### src/rtl/piezo_note_sched.sv
`default_nettype none
// ============================================================================
// Module      : piezo_note_sched
// Description : Round-robin scheduler sharing one piezo speaker and the note
//               digit display among eight one-shot button requesters. Each
//               grant plays a fixed-length square-wave note, then a silent gap.
// Revision    : 1.0 - initial release
// ============================================================================
module piezo_note_sched #(
  parameter int NOTE_CYCLES = 25_000_000,
  parameter int GAP_CYCLES  = 2_500_000,
  parameter int HP_SHIFT    = 0
) (
  input  logic       clk,
  input  logic       rst,
  input  logic [7:0] btn_trig,
  output logic       piezo,
  output logic       busy,
  output logic [2:0] note_idx,
  output logic [3:0] seg_digit,
  output logic [7:0] pending
);

  typedef enum logic [1:0] {
    S_IDLE = 2'd0,
    S_PLAY = 2'd1,
    S_GAP  = 2'd2
  } state_t;

  // Terminal values of the duration counter for each timed state
  localparam logic [31:0] c_note_last = 32'(NOTE_CYCLES - 1);
  localparam logic [31:0] c_gap_last  = 32'(GAP_CYCLES - 1);

  // Half-period of note idx at 50 MHz (C4..C5), scaled down by HP_SHIFT
  function automatic logic [16:0] hp_lookup(input logic [2:0] idx);
    logic [16:0] base;
    case (idx)
      3'd0:    base = 17'd95556;
      3'd1:    base = 17'd85131;
      3'd2:    base = 17'd75843;
      3'd3:    base = 17'd71586;
      3'd4:    base = 17'd63776;
      3'd5:    base = 17'd56818;
      3'd6:    base = 17'd50619;
      default: base = 17'd47778;
    endcase
    return base >> HP_SHIFT;
  endfunction

  state_t      r_state;
  logic [2:0]  r_last_grant;
  logic [31:0] r_dur_cnt;
  logic [16:0] r_tone_cnt;

  logic [7:0]  w_req;
  logic        w_found;
  logic [2:0]  w_winner;
  logic [7:0]  w_grant_mask;
  logic [7:0]  w_pending_next;
  logic [16:0] w_hp_last;

  assign w_req     = pending | btn_trig;
  assign w_hp_last = hp_lookup(note_idx) - 17'd1;

  // Round-robin search starting just after the last granted index
  always_comb begin
    w_found  = 1'b0;
    w_winner = 3'd0;
    for (int k = 0; k < 8; k++) begin
      if (!w_found && w_req[r_last_grant + 3'(k + 1)]) begin
        w_found  = 1'b1;
        w_winner = r_last_grant + 3'(k + 1);
      end
    end
  end

  // Queue update: new triggers are absorbed, the winner is removed when granted
  always_comb begin
    w_grant_mask = 8'd0;
    if (r_state == S_IDLE && w_found) begin
      w_grant_mask = 8'd1 << w_winner;
    end
    w_pending_next = w_req & ~w_grant_mask;
  end

  // Scheduler FSM, note timing and tone generation with registered outputs
  always_ff @(posedge clk) begin
    if (rst) begin
      r_state      <= S_IDLE;
      r_last_grant <= 3'd7;
      r_dur_cnt    <= 32'd0;
      r_tone_cnt   <= 17'd0;
      piezo        <= 1'b0;
      busy         <= 1'b0;
      note_idx     <= 3'd0;
      seg_digit    <= 4'd0;
      pending      <= 8'd0;
    end else begin
      pending <= w_pending_next;
      case (r_state)
        S_IDLE: begin
          if (w_found) begin
            r_state      <= S_PLAY;
            note_idx     <= w_winner;
            r_last_grant <= w_winner;
            r_dur_cnt    <= 32'd0;
            r_tone_cnt   <= 17'd0;
            piezo        <= 1'b0;
            busy         <= 1'b1;
            seg_digit    <= {1'b0, w_winner} + 4'd1;
          end
        end
        S_PLAY: begin
          if (r_dur_cnt == c_note_last) begin
            r_state    <= S_GAP;
            r_dur_cnt  <= 32'd0;
            r_tone_cnt <= 17'd0;
            piezo      <= 1'b0;
          end else begin
            r_dur_cnt <= r_dur_cnt + 32'd1;
            if (r_tone_cnt == w_hp_last) begin
              r_tone_cnt <= 17'd0;
              piezo      <= ~piezo;
            end else begin
              r_tone_cnt <= r_tone_cnt + 17'd1;
            end
          end
        end
        S_GAP: begin
          if (r_dur_cnt == c_gap_last) begin
            r_state   <= S_IDLE;
            r_dur_cnt <= 32'd0;
            busy      <= 1'b0;
            seg_digit <= 4'd0;
          end else begin
            r_dur_cnt <= r_dur_cnt + 32'd1;
          end
        end
        default: begin
          r_state <= S_IDLE;
        end
      endcase
    end
  end

endmodule
`default_nettype wire
### config.mk
export PLATFORM = sky130hd
export DESIGN_NAME = piezo_note_sched
export DESIGN_NICKNAME = d
export VERILOG_FILES = /design/src/rtl/piezo_note_sched.sv
export SDC_FILE = /design/constraint.sdc
export NUM_CORES = 1
export LEC_CHECK = 0
export ABC_AREA = 1
export BUFFER_PORTS_ARGS = -buffer_cell sky130_fd_sc_hd__clkbuf_2
export CORE_MARGIN = 2
export CORE_UTILIZATION = 35
export CTS_CLUSTER_SIZE = 40
export DETAILED_ROUTE_END_ITERATION = 10
export GPL_ROUTABILITY_DRIVEN = 0
export PLACE_DENSITY = 0.48
export SLEW_MARGIN = 10
export SYNTH_ARGS = -nofsm -noshare
export SYNTH_HDL_FRONTEND = slang
export SYNTH_SLANG_ARGS = --single-unit
### constraint.sdc
create_clock -name clk -period 8.6 [get_ports clk]
set_clock_uncertainty 0.1 [all_clocks]
set_input_delay 0 -clock clk [delete_from_list [all_inputs] [get_ports clk]]
set_output_delay 0 -clock clk [all_outputs]
set_load 0.02 [all_outputs]
* Word level (Yosys, flattened, before mapping)
Cells that the tools add are included.
Word-level totals: flip-flop bits (word level) 71, output and inout port bits 17, logic and storage cells 130
Operators by class: add/subtract/negate cells 11, $lt $le $gt $ge 8, equality and inequality tests 15, shifts and indexed selects 1, mux-type cells 56, bitwise gates (word level) 4, reduce and logical (&&, ||, !) cells 26
Operator list (count):
- $pmux W17 S7 | 1
- $mux W32 | 3
- $pmux W32 S3 | 1
- $mux W17 | 3
- $pmux W17 S2 | 1
- $add A32 B1 Y32 const B | 1
- $eq A32 B22 Y1 const B | 1
- $eq A32 B25 Y1 const B | 1
- $lt A3 B4 Y1 const B | 8
- $bmux W1 S3 | 8
- $mux W3 | 8
- $mux W1 | 21
- $add A17 B1 Y17 const B | 1
- $eq A17 B17 Y1 | 1
- $sub A17 B1 Y17 const B | 1
- $add A3 B3 Y3 const B | 4
- $eq A3 B3 Y1 const B | 3
- $reduce_and A3 Y1 | 3
- $and A8 B8 Y8 | 1
- $logic_and A1 B1 Y1 | 8
- $mux W4 | 2
- $mux W8 | 1
- $not A8 Y8 | 1
- $or A8 B8 Y8 | 1
- other kinds (21) | 37

* Longest topological paths before layout
depth after elaboration 29, mapped depth 22

* Worst setup path after synthesis
OpenSTA, ideal clock, no wires.
path kind register to register, start register r_last_grant[0], end register seg_digit[2], library setup time 132 ps, arrival time 2627 ps, data required time 8368 ps, slack 5741 ps, cell stages (with the launch flop) 22, buffers on the path 3, period minus slack after synthesis 2859 ps, cells stage by stage dfxtp_1 buf_6 inv_4 buf_8 ha_1 buf_2 inv_1 nand3_1 nand2_1 nand2_2 nand2_4 nor2_8 nand4_4 nor2_4 nand2_1 nand2_1 nand2_1 nand2_1 ha_1 ha_1 nand2_1 a21oi_1
Between the ends: longest elaborated chain between the ends 28, elaborated cells between the ends (all ways) 58, those cells by class add/sub: 8; eq/ne: 1; mux: 34; reduce/logical: 15
RTL lines:
- from (decl) | line 51 | logic [2:0] r_last_grant;
- from (signal assigned) | line 105 | r_last_grant <= w_winner;
- $add A3 B1 Y3 | line 70, 72
- $bmux W1 S3 | line 70 | if (!w_found && w_req[r_last_grant + 3'(k + 1)]) begin
- $mux W1 (implied by the code) | line 70
- $mux W1 | line 70
- $logic_not A1 Y1 | line 70
- $logic_and A1 B1 Y1 | line 70
- $mux W1 | line 70
- $logic_not A1 Y1 | line 70
- (+13 left out)
- $mux W1 | line 70
- $logic_not A1 Y1 | line 70
- $logic_and A1 B1 Y1 | line 70
- $mux W3 (*) | line 70
- via w_winner[0] | line 57 | logic [2:0] w_winner;
- $add A3 B1 Y4 (*) | line 110 | seg_digit <= {1'b0, w_winner} + 4'd1;
- $mux W4 (*) | line 102 | if (w_found) begin
- $pmux W4 S2 (*) | line 100 | case (r_state)
- to (signal assigned) | line 110
- to (decl) | line 20 | output logic [3:0] seg_digit,
The timed path passes the listed nets; every way through them passes the cells marked *. The select of a mux whose other input is x is not followed. A chain may end at the register's enable or synchronous reset.

* Worst setup path in the final report
start register r_last_grant[1], end register r_dur_cnt[31]
Between the ends: longest elaborated chain between the ends 27, elaborated cells between the ends (all ways) 47, those cells by class add/sub: 7; eq/ne: 1; mux: 24; reduce/logical: 15
RTL lines:
- $add A3 B1 Y3 | line 70
- $bmux W1 S3 | line 70
- $mux W1 (implied by the code) | line 70
- $mux W1 | line 70
- $logic_not A1 Y1 | line 70
- $logic_and A1 B1 Y1 | line 70
- $mux W1 | line 70
- $logic_not A1 Y1 | line 70
- (+11 left out)
- $logic_not A1 Y1 | line 70
- $logic_and A1 B1 Y1 | line 70
- $mux W1 | line 70
- $logic_not A1 Y1 | line 70
- $logic_and A1 B1 Y1 | line 70
- $mux W1 (*) | line 70
- $ne A2 B2 Y1 (no line) (*)
- $reduce_and A2 Y1 (no line) (*)
- to (signal assigned) | line 120 | r_dur_cnt <= r_dur_cnt + 32'd1;
- to (signal assigned) | line 136 | r_dur_cnt <= r_dur_cnt + 32'd1;
- to (decl) | line 52 | logic [31:0] r_dur_cnt;
Every way passes the cells marked *; elsewhere a longest branch is shown, timed or not. The select of a mux whose other input is x is not followed.

==> results.sh <==
export IMPL_outcome="finished clean"
export IMPL_netlist_area_um2=5250
export IMPL_first_pass_iters=5
export IMPL_crit_start="r_last_grant[1]"
export IMPL_antenna_cells=0
export IMPL_via_count=5159
export IMPL_seq_area_frac_synth_pct=27.1
export IMPL_maxSlewViolCount=0
export IMPL_min_from="btn_trig[3]"
export IMPL_clk_path_buf_depth=2
export IMPL_cp_data_arrival_time_ps=3790
export IMPL_mostFrequentLayoutCell="nand2_1"
export IMPL_drive_above_1_share_pct=9.55
export IMPL_ios=27
export IMPL_relSlewSlack_pct=55.0
export IMPL_via_per_inst=5.10
export IMPL_clk_pin_slew_ps=60
export IMPL_hold_depth=4
export IMPL_wl_per_cell_um=14.0
export IMPL_grtUsageTotal_pct=18.4
export IMPL_start_util_pct=36.0
export IMPL_cp_max_fo=34
export IMPL_synth_async_reset_ratio_pct=0
export IMPL_final_cell_mix="219 x nand2_1, 90 x inv_1, 79 x nor2_1, 74 x nand3_1, 71 x dfxtp_1"
export IMPL_finalPower_w=0.00188
export IMPL_fin_nets=847
export IMPL_syn_avg_cell_area_um2=6.52
export IMPL_num_rows=44
export IMPL_finalSetupTns_ps=0
export IMPL_first_iter_violations=222
export IMPL_synth_top_family_by_area="simple AND/OR/NAND/NOR gates"
export IMPL_ys_top_cells_by_area="dfxtp_1 27%, nand2_1 16%, nand3_1 7.1%, xor2_1 6.7%, inv_1 6.4%"
export IMPL_portBuffers=26
export IMPL_cts_tree="built"
export IMPL_reg2reg_slack_ps=4910
export IMPL_yosys_area_top_type_share_pct=27.1
export IMPL_multi_input_area_um2=3280
export IMPL_synth_seq_cells=71
export IMPL_die_area_um2=16000
export IMPL_clkSinkCount=71
export IMPL_first_global_vias=4899
export IMPL_cts_root_buf="clkbuf_16"
export IMPL_finalCriticalPeriod_ps=3690
export IMPL_synth_nets=830
export IMPL_synth_xor_area_share_pct=8.18
export IMPL_hp_class="in -> reg"
export IMPL_ys_flop_type="dfxtp_1"
export IMPL_clkLatencyLatePin_ps=330
export IMPL_synth_cell_types=42
export IMPL_critPathKind="reg -> reg"
export IMPL_worstSetupEndpointType="flop"
export IMPL_register_area_um2=1420
export IMPL_drv_cap=0
export IMPL_ir_worst_vdd_mv=0.102
export IMPL_yosys_area_share_adder_pct=3.58
export IMPL_timing_rr_start="r_last_grant[1]"
export IMPL_globalRouteOverflowTotal=0
export IMPL_drc=0
export IMPL_synth_edff_count=0
export IMPL_min_to="pending[3]"
export IMPL_grt_max_degree=35
export IMPL_setup_viol=0
export IMPL_die_w_um=126
export IMPL_synth_compound_area_share_pct=7.97
export IMPL_synthMuxAreaShare_pct=0
export IMPL_finalWirelength_mm=14.2
export IMPL_core_region_area_um2=14600
export IMPL_h_tree_depth=3
export IMPL_critPathLaunchType="flop"
export IMPL_layout_area_overhead_vs_synth_pct=10.4
export IMPL_antenna_found_initial=0
export IMPL_regToRegEndpoint="r_dur_cnt[31]"
export IMPL_post_route_period_util_pct=43.0
export IMPL_worstPathRequired_ps=8700
export IMPL_ant_nets=0
export IMPL_leakage_nw=2.32
export IMPL_cts_buffers=9
export IMPL_synth_largest_area_cell="dfxtp_1"
export IMPL_powerDensity_nw_per_um2=324
export IMPL_dp_hpwl_mm=10.8
export IMPL_dieHeight_um=126
export IMPL_synthSimpleGateAreaFrac_pct=42.8
export IMPL_worstMarginPinSlew_ps=675
export IMPL_synthCells=805
export IMPL_fillers=1608
export IMPL_rsz0062_at_grt="no"
export IMPL_hold_violations=0
export IMPL_yosysWarnings=0
export IMPL_fmax_mhz=271
export IMPL_rr_worst_depth=16
export IMPL_grt_pass1_wl_mm=23.9
[repair_timing]
item / 4_1_cts / 5_1_grt
resized for setup: 0 / 0
endpoints found under the hold margin: 6 / 0
hold buffers: 6 / 0
buffers inserted: 0 / 0
[metrics by stage]
stage          hold WS, ps  setup slack [ps]  utilization, %  instance area, um2  cells
2_1_floorplan          117              5740               -                5250    805
3_3_place_gp           244              5030            37.2                5430    989
3_5_place_dp           239              4900            37.2                5430    989
4_1_cts              0.661              4880            39.7                5790   1011
5_1_grt               15.7              4510            39.7                5790   1011
6_report              12.2              4910            39.7                5790   1011
[registers in the layout, indices dropped and copies added, names as in the netlist]
name / flops
piezo: 1
r_dur_cnt: 32
r_state: 2
r_last_grant: 3
r_tone_cnt: 17
busy: 1
seg_digit: 4
note_idx: 3
pending: 8
[cell families (layout without fill, tap and decap cells)]
logic type | Yosys count | after routing
compound gates | 75 | 75
xor+xnor | 46 | 46
fa+ha+maj | 15 | 15
buf+inv | 121 | 143
flops | 71 | 71
simple gates | 477 | 477
[cell usage after synthesis, types with 13 or more instances]
| master | instances |
|---|---|
| nand4_1 | 22 |
| dfxtp_1 | 71 |
| ha_1 | 15 |
| a21oi_1 | 46 |
| nor2_1 | 79 |
| nor4_1 | 13 |
| nand3_1 | 74 |
| nor3_1 | 24 |
| o21ai_0 | 14 |
| xor2_1 | 40 |
| nand2_1 | 219 |
| inv_1 | 90 |
[power breakdown]
group	internal [W]	leakage, nW	switching [W]	total [W]
logic	0.000313	1.59	0.000736	0.00105
registers	0.000377	0.578	0.0000579	0.000435
clock network	0.000253	0.151	0.000142	0.000395
total	0.000944	2.32	0.000936	0.00188
[how the worst max path moves through the flow]
stage	to	cells past startpoint	slack, ps
detailed placement	r_dur_cnt[31]	16	4900
global route	r_dur_cnt[31]	16	4510
CTS	r_dur_cnt[31]	16	4880
global placement	r_dur_cnt[27]	16	5030
floorplan	seg_digit[2]	21	5740
finish	r_dur_cnt[31]	16	4910
[per-layer routing]
layer	vias up	global-route usage [%]	wire length (um)	share of wire, %
met3	21	2.95	452	3.2
met1	2378	24.1	6730	47
li1	2656	-	-	-
met5	-	0	0	0
met2	104	30.8	6740	48
met4	0	6.14	265	1.9
[worst max-delay path, cell delays in order, from the launching register on]
cell	delay (ps)
dfxtp_1	610
inv_1	250
ha_1	440
inv_1	200
nand3_2	110
nand2_1	90
nand2_1	70
nand2_1	130
inv_1	110
nand4_4	110
nor2_4	60
nand2_4	100
nor2_8	40
nor2_8	400
inv_8	130
o21ai_4	470
nor2_1	100
[area by class of cell]
cell class / instances / share of cell area [%]
Sequential cell: 71 / 24.5
Tap cell: 184 / 3.97
Clock buffer: 12 / 4.08
Multi-Input combinational cell: 613 / 56.6
Timing Repair Buffer: 32 / 3.28
Clock inverter: 4 / 1.21
Inverter: 95 / 6.33
No activity file was read; power rests on OpenSTA's default activity.
